--- src/rtl/l2_arbiter_pkg.sv ---
// Shared types for the L2 port arbiter: FSM states, requester ids and latched op.
package l2_arb_types;

  typedef enum logic [1:0] {
    L2ARB_IDLE,
    L2ARB_SERVE_I,
    L2ARB_SERVE_D
  } l2arb_state_t;

  typedef enum logic {
    L2ARB_REQ_I,
    L2ARB_REQ_D
  } l2arb_req_t;

  typedef enum logic {
    L2ARB_OP_READ,
    L2ARB_OP_WRITE
  } l2arb_op_t;

endpackage

--- src/rtl/l2_arbiter_if.sv ---
// Bundles the I-cache miss port, D-cache miss/writeback port and the L2 line port.
// master: the surroundings (L1 caches + l2_cache); slave: the arbiter itself.
interface l2_arbiter_if #(
  parameter int unsigned s_line = 256,
  parameter int unsigned s_addr = 32
);

  logic [s_addr-1:0] i_address;
  logic              i_read;
  logic [s_line-1:0] i_rdata256;
  logic              i_resp;

  logic [s_addr-1:0] d_address;
  logic              d_read;
  logic              d_write;
  logic [s_line-1:0] d_wdata256;
  logic [s_line-1:0] d_rdata256;
  logic              d_resp;

  logic [s_addr-1:0] mem_address;
  logic [s_line-1:0] mem_wdata256;
  logic              mem_read;
  logic              mem_write;
  logic [s_line-1:0] mem_rdata256;
  logic              mem_resp;

  modport master (
    output i_address, i_read, d_address, d_read, d_write, d_wdata256, mem_rdata256, mem_resp,
    input  i_rdata256, i_resp, d_rdata256, d_resp, mem_address, mem_wdata256, mem_read,
           mem_write
  );

  modport slave (
    input  i_address, i_read, d_address, d_read, d_write, d_wdata256, mem_rdata256, mem_resp,
    output i_rdata256, i_resp, d_rdata256, d_resp, mem_address, mem_wdata256, mem_read,
           mem_write
  );

endinterface

--- src/rtl/l2_arbiter_picker.sv ---
// Combinational grant selection between the two effective (mask-filtered) requests.
module l2_arb_picker
  import l2_arb_types::*;
#(
  parameter bit ROUND_ROBIN = 1'b1
) (
  input  logic       i_req,
  input  logic       d_req,
  input  l2arb_req_t last_grant,
  output logic       grant_valid,
  output l2arb_req_t grant
);

  // Single requester wins outright; contention resolved by policy.
  always_comb begin
    grant_valid = i_req | d_req;
    grant       = L2ARB_REQ_I;
    if (i_req && d_req) begin
      if (ROUND_ROBIN) begin
        grant = (last_grant == L2ARB_REQ_I) ? L2ARB_REQ_D : L2ARB_REQ_I;
      end else begin
        grant = L2ARB_REQ_D;
      end
    end else if (d_req) begin
      grant = L2ARB_REQ_D;
    end
  end

endmodule

--- src/rtl/l2_arbiter.sv ---
// Shares the single L2 line port between the I-cache and D-cache miss ports.
// The granted request is latched and held on the L2 port until mem_resp.
module l2_arbiter
  import l2_arb_types::*;
#(
  parameter int unsigned s_line      = 256,
  parameter int unsigned s_addr      = 32,
  parameter bit          ROUND_ROBIN = 1'b1
) (
  input logic         clk,
  input logic         rst,
  l2_arbiter_if.slave bus
);

  l2arb_state_t      state_q, state_d;
  l2arb_req_t        last_grant_q, last_grant_d;
  l2arb_op_t         op_q, op_d;
  logic              mask_i_q, mask_i_d;
  logic              mask_d_q, mask_d_d;
  logic [s_addr-1:0] addr_q, addr_d;
  logic [s_line-1:0] wdata_q, wdata_d;

  logic       i_req, d_req, grant_valid;
  l2arb_req_t grant;

  // The mask keeps a just-served requester out of the first IDLE cycle after its resp.
  assign i_req = bus.i_read & ~mask_i_q;
  assign d_req = (bus.d_read | bus.d_write) & ~mask_d_q;

  l2_arb_picker #(
    .ROUND_ROBIN(ROUND_ROBIN)
  ) u_picker (
    .i_req      (i_req),
    .d_req      (d_req),
    .last_grant (last_grant_q),
    .grant_valid(grant_valid),
    .grant      (grant)
  );

  // L2 port is driven from latched state only, so requester changes never leak through.
  assign bus.mem_address  = addr_q;
  assign bus.mem_wdata256 = wdata_q;
  assign bus.mem_read     = (state_q == L2ARB_SERVE_I) ||
                            ((state_q == L2ARB_SERVE_D) && (op_q == L2ARB_OP_READ));
  assign bus.mem_write    = (state_q == L2ARB_SERVE_D) && (op_q == L2ARB_OP_WRITE);
  assign bus.i_rdata256   = bus.mem_rdata256;
  assign bus.d_rdata256   = bus.mem_rdata256;

  // Next-state, latch capture and completion pulses.
  always_comb begin
    state_d      = state_q;
    last_grant_d = last_grant_q;
    op_d         = op_q;
    mask_i_d     = 1'b0;
    mask_d_d     = 1'b0;
    addr_d       = addr_q;
    wdata_d      = wdata_q;
    bus.i_resp   = 1'b0;
    bus.d_resp   = 1'b0;
    unique case (state_q)
      L2ARB_IDLE: begin
        if (grant_valid) begin
          if (grant == L2ARB_REQ_D) begin
            state_d = L2ARB_SERVE_D;
            addr_d  = bus.d_address;
            wdata_d = bus.d_wdata256;
            // Read and write together is treated as a write.
            op_d    = bus.d_write ? L2ARB_OP_WRITE : L2ARB_OP_READ;
          end else begin
            state_d = L2ARB_SERVE_I;
            addr_d  = bus.i_address;
            op_d    = L2ARB_OP_READ;
          end
        end
      end
      L2ARB_SERVE_I: begin
        if (bus.mem_resp) begin
          bus.i_resp   = 1'b1;
          state_d      = L2ARB_IDLE;
          last_grant_d = L2ARB_REQ_I;
          mask_i_d     = 1'b1;
        end
      end
      L2ARB_SERVE_D: begin
        if (bus.mem_resp) begin
          bus.d_resp   = 1'b1;
          state_d      = L2ARB_IDLE;
          last_grant_d = L2ARB_REQ_D;
          mask_d_d     = 1'b1;
        end
      end
      default: state_d = L2ARB_IDLE;
    endcase
  end

  // State and latch registers with synchronous active-low reset.
  always_ff @(posedge clk) begin
    if (!rst) begin
      state_q      <= L2ARB_IDLE;
      last_grant_q <= L2ARB_REQ_I;
      op_q         <= L2ARB_OP_READ;
      mask_i_q     <= 1'b0;
      mask_d_q     <= 1'b0;
      addr_q       <= '0;
      wdata_q      <= '0;
    end else begin
      state_q      <= state_d;
      last_grant_q <= last_grant_d;
      op_q         <= op_d;
      mask_i_q     <= mask_i_d;
      mask_d_q     <= mask_d_d;
      addr_q       <= addr_d;
      wdata_q      <= wdata_d;
    end
  end

endmodule

--- src/flat_wrapper.sv ---
// flat-port wrapper written by rule: the top's interface ports become plain ports
module l2_arbiter_flat import l2_arb_types::*;
#(
  parameter int unsigned s_line      = 256,
  parameter int unsigned s_addr      = 32,
  parameter bit          ROUND_ROBIN = 1'b1
)
  (clk, rst, bus_i_address, bus_i_read, bus_d_address, bus_d_read, bus_d_write, bus_d_wdata256, bus_mem_rdata256, bus_mem_resp, bus_i_rdata256, bus_i_resp, bus_d_rdata256, bus_d_resp, bus_mem_address, bus_mem_wdata256, bus_mem_read, bus_mem_write);
  l2_arbiter_if #(.s_line(s_line), .s_addr(s_addr)) bus_i ();
  input logic clk;
  input logic rst;
  input wire logic [$bits(bus_i.i_address)-1:0] bus_i_address;
  input wire logic [$bits(bus_i.i_read)-1:0] bus_i_read;
  input wire logic [$bits(bus_i.d_address)-1:0] bus_d_address;
  input wire logic [$bits(bus_i.d_read)-1:0] bus_d_read;
  input wire logic [$bits(bus_i.d_write)-1:0] bus_d_write;
  input wire logic [$bits(bus_i.d_wdata256)-1:0] bus_d_wdata256;
  input wire logic [$bits(bus_i.mem_rdata256)-1:0] bus_mem_rdata256;
  input wire logic [$bits(bus_i.mem_resp)-1:0] bus_mem_resp;
  output wire logic [$bits(bus_i.i_rdata256)-1:0] bus_i_rdata256;
  output wire logic [$bits(bus_i.i_resp)-1:0] bus_i_resp;
  output wire logic [$bits(bus_i.d_rdata256)-1:0] bus_d_rdata256;
  output wire logic [$bits(bus_i.d_resp)-1:0] bus_d_resp;
  output wire logic [$bits(bus_i.mem_address)-1:0] bus_mem_address;
  output wire logic [$bits(bus_i.mem_wdata256)-1:0] bus_mem_wdata256;
  output wire logic [$bits(bus_i.mem_read)-1:0] bus_mem_read;
  output wire logic [$bits(bus_i.mem_write)-1:0] bus_mem_write;
  assign bus_i.i_address = bus_i_address;
  assign bus_i.i_read = bus_i_read;
  assign bus_i.d_address = bus_d_address;
  assign bus_i.d_read = bus_d_read;
  assign bus_i.d_write = bus_d_write;
  assign bus_i.d_wdata256 = bus_d_wdata256;
  assign bus_i.mem_rdata256 = bus_mem_rdata256;
  assign bus_i.mem_resp = bus_mem_resp;
  assign bus_i_rdata256 = bus_i.i_rdata256;
  assign bus_i_resp = bus_i.i_resp;
  assign bus_d_rdata256 = bus_i.d_rdata256;
  assign bus_d_resp = bus_i.d_resp;
  assign bus_mem_address = bus_i.mem_address;
  assign bus_mem_wdata256 = bus_i.mem_wdata256;
  assign bus_mem_read = bus_i.mem_read;
  assign bus_mem_write = bus_i.mem_write;
  l2_arbiter #(.s_line(s_line), .s_addr(s_addr), .ROUND_ROBIN(ROUND_ROBIN)) u_core (.clk(clk), .rst(rst), .bus(bus_i));
endmodule
--- config.mk ---
export PLATFORM = sky130hd
export DESIGN_NAME = l2_arbiter_flat
export DESIGN_NICKNAME = d
export VERILOG_FILES = /design/src/rtl/l2_arbiter_pkg.sv /design/src/rtl/l2_arbiter_if.sv /design/src/rtl/l2_arbiter_picker.sv /design/src/rtl/l2_arbiter.sv /design/src/flat_wrapper.sv
export SDC_FILE = /design/constraint.sdc
export NUM_CORES = 1
export LEC_CHECK = 0
export BUFFER_PORTS_ARGS = -buffer_cell sky130_fd_sc_hd__clkbuf_2
export CORE_AREA = 2 2 539 541
export DETAILED_ROUTE_END_ITERATION = 16
export DIE_AREA = 0 0 541 543
export PLACE_DENSITY_LB_ADDON = 0.12
export SYNTH_ARGS = -nofsm -noshare
export SYNTH_HDL_FRONTEND = slang
export SYNTH_HIERARCHICAL = 1
export SYNTH_SLANG_ARGS = --single-unit
export TNS_END_PERCENT = 20
--- constraint.sdc ---
create_clock -name clk -period 4.1 [get_ports clk]
set_input_delay 0.205 -clock clk [delete_from_list [all_inputs] [get_ports clk]]
set_output_delay 0.205 -clock clk [all_outputs]
set_load 0.005 [all_outputs]
[Yosys cells after proc, flatten, opt, wreduce, memory -nomap -nowiden]
Cells that the tools add are included.
Word-level totals
  flip-flop bits (word level): 294
  output and inout bits: 804
  logic and storage cells: 47
Operators by class
  equality and inequality tests: 6
  muxes and demuxes: 16
  bitwise operators: 7
  reductions and logical operators: 11
Operators by type and width (number)
  $mux W32: 1
  $mux W1: 10
  $mux W2: 3
  $reduce_and A3 Y1: 2
  $ne A2 B1 Y1 const B: 2
  $ne A2 B2 Y1 const B: 2
  $pmux W2 S2: 1
  $reduce_and A2 Y1: 2
  $logic_and A1 B1 Y1: 3
  $not A1 Y1: 3
  $and A1 B1 Y1: 2
  $eq A2 B1 Y1 const B: 1
  $eq A2 B2 Y1 const B: 1
  $logic_not A2 Y1: 1
  $or A1 B1 Y1: 2
  $pmux W1 S2: 1
  $reduce_bool A2 Y1: 1
  $reduce_or A2 Y1: 1
  $logic_or A1 B1 Y1: 1

[Longest topological paths before layout]
  word-level depth: 7
  depth in mapped cells: 11
  depth with buffers taken out: 6

[Hierarchy]
Netlist, hierarchy kept.
By module, submodules not included
  l2_arbiter: times used 1, cells an instance 1834, area an instance 14849.2 sq um
  l2_arb_picker: times used 1, cells an instance 2, area an instance 13.8 sq um

[Worst setup path after synthesis]
OpenSTA, ideal clock, no wires.
  path kind: reg-to-reg
  from: register u_core.mask_d_q
  to: register u_core.wdata_q[165], in the netlist u_core/bus.mem_wdata256[165]
  arrival: 1.470 ns
  path slack: 2.502 ns
  stages on the path, launching flop included: 11
  clock period less this slack: 1.598 ns
  cell sequence: dfxtp_1 > nor2_1 > a21boi_1 > buf_4 > nand3_4 > buf_6 > buf_6 > buf_6 > buf_6 > nand3_1 > o21ai_1
Between the ends
  word-level cells in the longest chain between the ends: 5
Ends and longest elaborated chain
  from (decl): line l2_arbiter.sv:19  | logic mask_d_q, mask_d_d;
  from (signal assigned): line l2_arbiter.sv:111  | mask_d_q <= mask_d_d;
  $not A1 Y1 *: line l2_arbiter.sv:28  | assign d_req = (bus.d_read | bus.d_write) & ~mask_d_q;
  $and A1 B1 Y1 *: line l2_arbiter.sv:28
  via u_core.d_req: line l2_arbiter.sv:23  | logic i_req, d_req, grant_valid;
  $mux W1 / $logic_and A1 B1 Y1 (equally long branches): line l2_arbiter_picker.sv:24, l2_arbiter_picker.sv:18
  $mux W1 *: line l2_arbiter_picker.sv:18  | if (i_req && d_req) begin
  via u_core.grant: line l2_arbiter.sv:24  | l2arb_req_t grant;
  $reduce_and A3 Y1 (no source line) *
  to (signal assigned): line l2_arbiter.sv:113  | wdata_q <= wdata_d;
  to (decl): line l2_arbiter.sv:21  | logic [s_line-1:0] wdata_q, wdata_d;
The timed path passes the listed nets; every way through them passes the cells marked *.
A chain may end at the register's enable or synchronous reset.

[Final worst setup path]
  from: register u_core.mask_i_q
  to: register u_core.wdata_q[159], in the netlist u_core/bus.mem_wdata256[159]
RTL lines
  from (decl): line l2_arbiter.sv:18  | logic mask_i_q, mask_i_d;
  from (signal assigned): line l2_arbiter.sv:110  | mask_i_q <= mask_i_d;
  $not A1 Y1: line l2_arbiter.sv:27  | assign i_req = bus.i_read & ~mask_i_q;
  $and A1 B1 Y1: line l2_arbiter.sv:27
  via u_core.i_req: line l2_arbiter.sv:23
  $or A1 B1 Y1: line l2_arbiter_picker.sv:16  | grant_valid = i_req | d_req;
  via u_core.grant_valid: line l2_arbiter.sv:23
  $reduce_and A3 Y1 (no source line)
The timed path passes the listed nets, and every way through them passes these cells.

==> results.yml <==
timing:
  max_freq_mhz: 364
  rsz0062_at_grt: "no"
  slew_violations: 0
  hold_viol: 0
  finalClockSkew_ns: 0.0632
  setup-tns-final_ns: 0
  fin_crit_sh_pct: 67.0
  period_needed_ns: 2.75
  slew_headroom_pct: 50.1
  setup_violations: 0
  worst_pin_slew_ns: 0.748
global_routing:
  busiest_layer: "met2"
  grt_pass1_vias: 14100
  grt_overflow: 0
  grt_usage_pct: 8.19
  grt_util_met1_pct: 8.39
  grt_max_degree: 116
  grt_use_met3_pct: 6.33
  antenna_found_initial: 58
  grt_pass1_wl_mm: 156
  met2_usage_pct: 11.6
clock_network:
  cts_resized: 0
  clock_path_buffers: 3
  cts_buffers: 54
  clock-sinks: 294
  root_buffer: "clkbuf_16"
  clkLatencyLatePin_ns: 0.72
  cts_max_level: 2
  clk_pin_slew_ns: 0.06
  cts_tree: "built"
floorplan:
  die_h_microns: 543
  die-area_sq_mm: 0.294
  fp.coreArea_sq_mm: 0.287
  initial_core_util_pct: 5.17
  ios: 1386
  rows: 197
  dieWidth_microns: 541
drt:
  ant_nets: 0
  route.detailed.drc: 0
  vias_per_cell: 2.27
  vias: 13800
  avgRoutedWirePerCell_microns: 20.6
  dr.pass1.iters: 4
  drt_iter0_markers: 511
  finalWirelength_mm: 125
worst_setup_path:
  critPathRequiredTime_ns: 4.72
  critPathMaxFanout: 106
  cp-start-kind: "flop"
  crit_arrival_ns: 3.37
  crit_path_end_kind: "flop"
  reg2regPathDepth: 7
  path_class: "reg -> reg"
place:
  io_buffers: 617
  gp_congestion: 0.668
  place.detailed.hpwl_mm: 104
cells_and_area:
  fillers: 33800
  post-route-util_pct: 8.26
  nets: 2826
  drive_gt1_share_pct: 32.0
  area_growth_pct: 59.7
yosys:
  synth_area_sq_mm: 0.0149
  syn_inst: 1836
  synth_area_leader_cell: "dfxtp_1"
  synth_fp_nets: 2424
  yosysSeqAreaShare_pct: 39.6
  synth_cell_types: 27
  synth.avg_cell_area_sq_um: 8.10
  synth-seq-cells: 294
  yosys_warnings: 6
  synthTopCellsByArea: "dfxtp_1, buf_4, o21ai_1"
  yosysTopAreaCellShare_pct: 39.6
hold_path:
  hold_path_depth: 3
  hold_path_class: "in -> reg"
power_and_ir_drop:
  swShare_pct: 36.9
  comb_power_share_pct: 26.5
  p_int_mw: 7.33
  seq_power_share_pct: 31.6
  power_density_mw_per_mm2: 489
  p_leak_nw: 9.15
  p_clk_share_pct: 41.9
  p_switching_mw: 4.29
  peakVddDrop_mv: 0.359
run:
  maxCapViolations: 0
outcome:
  status: "finished clean"
synthesized netlist by cell type, drive strengths merged:
cell / instances
a21boi: 2
a21o: 1
a21oi: 34
and2: 4
and3: 2
buf: 576
clkbuf: 64
dfxtp: 294
ha: 6
inv: 4
mux2i: 33
nand2: 258
nand2b: 1
nand3: 258
nand3b: 1
nand4: 1
nor2: 2
nor2b: 3
nor3b: 2
o21ai: 288
o22ai: 1
or2: 1
metrics by stage:
step	worst slack (ns)	cell area [sq um]	hold slack [ns]	power (mW)	cells
after floorplan	2.50	14900	0.338	5.27	1836
after global placement	1.65	18500	0.410	6.69	5619
after detailed placement	1.65	18500	0.410	6.68	5619
after CTS	1.22	23700	0.00195	12.2	6062
after global routing	1.11	23700	0.0262	12.5	6067
final	1.35	23700	0.0260	11.6	6069
final cells by class:
cell class	count	area (sq um)	area share, %
clock inverter	21	256	1.08
clock buffer	78	1550	6.54
tap	3781	4730	19.9
inverter	4	15.0	0.0633
timing repair buffer	986	6840	28.8
multi-input combinational	898	4440	18.7
sequential	294	5890	24.8
antenna	7	17.5	0.0738
power by group through the flow:
stage	sequential [mW]	combinational (mW)	clock [mW]
floorplan	3.72	1.55	0
global placement	3.73	2.96	0
detailed placement	3.73	2.95	0
CTS	3.68	3.30	5.26
global route	3.74	3.52	5.29
finish	3.67	3.08	4.87
state kept, by name, indices dropped and copies added (netlist names):
signal	cells
u_core/last_grant_q	1
u_core/state_q	2
u_core/mask_d_q	1
u_core/bus.mem_address	32
u_core/op_q	1
u_core/mask_i_q	1
u_core/bus.mem_wdata256	256
what timing repair did:
| action | 4_1_cts | 5_1_grt |
|---|---|---|
| buffers inserted | 0 | 0 |
| hold buffers | 344 | 0 |
| endpoints found under the hold margin | 294 | 0 |
per-layer routing:
metal  up-vias  share of wire, %
li1       6390                 -
met1      6011                36
met2       905                39
met3       448                17
met4         4               7.0
met5         -              0.20
kinds of logic after synthesis:
kind of cell             share of synthesized area, %
adder cells (fa/ha/maj)                         0.505
AO/OA/AOI/OAI                                    11.0
multiplexers                                     2.22
buffers and inverters                            30.6
AND/OR/NAND/NOR                                  16.0
flip-flops                                       39.6
final timing paths:
check | startpoint | end | slack [ns]
worst max-delay path | u_core/mask_i_q | u_core/bus.mem_wdata256[159] | 1.35
worst min-delay path | rst | u_core/bus.mem_wdata256[121] | 0.03
worst max register to register | u_core/mask_i_q | u_core/bus.mem_wdata256[159] | 1.35
worst min register to register | u_core/bus.mem_wdata256[249] | u_core/bus.mem_wdata256[249] | 0.45
cell usage in the layout, fill, tap and decap left out, types with 9 or more instances in the layout:
master	n
dfxtp_1	294
clkinv_2	10
mux2i_1	33
o21ai_0	10
buf_12	9
o21ai_1	278
nand3_1	257
dlygate4sd3_1	344
clkbuf_1	14
clkbuf_8	9
a21oi_1	34
buf_4	16
nand2_1	258
clkbuf_16	55
clkbuf_2	616
worst max-delay path, stage by stage (launching register included):
cell and delay, ns:
dfxtp_1 0.29, nor2b_1 0.25, or2_1 0.26, nand3_4 0.52, buf_12 0.43, nand3_1 0.14
o21ai_1 0.07, dlygate4sd3_1 0.57
No activity file was read; power rests on OpenSTA's default activity.
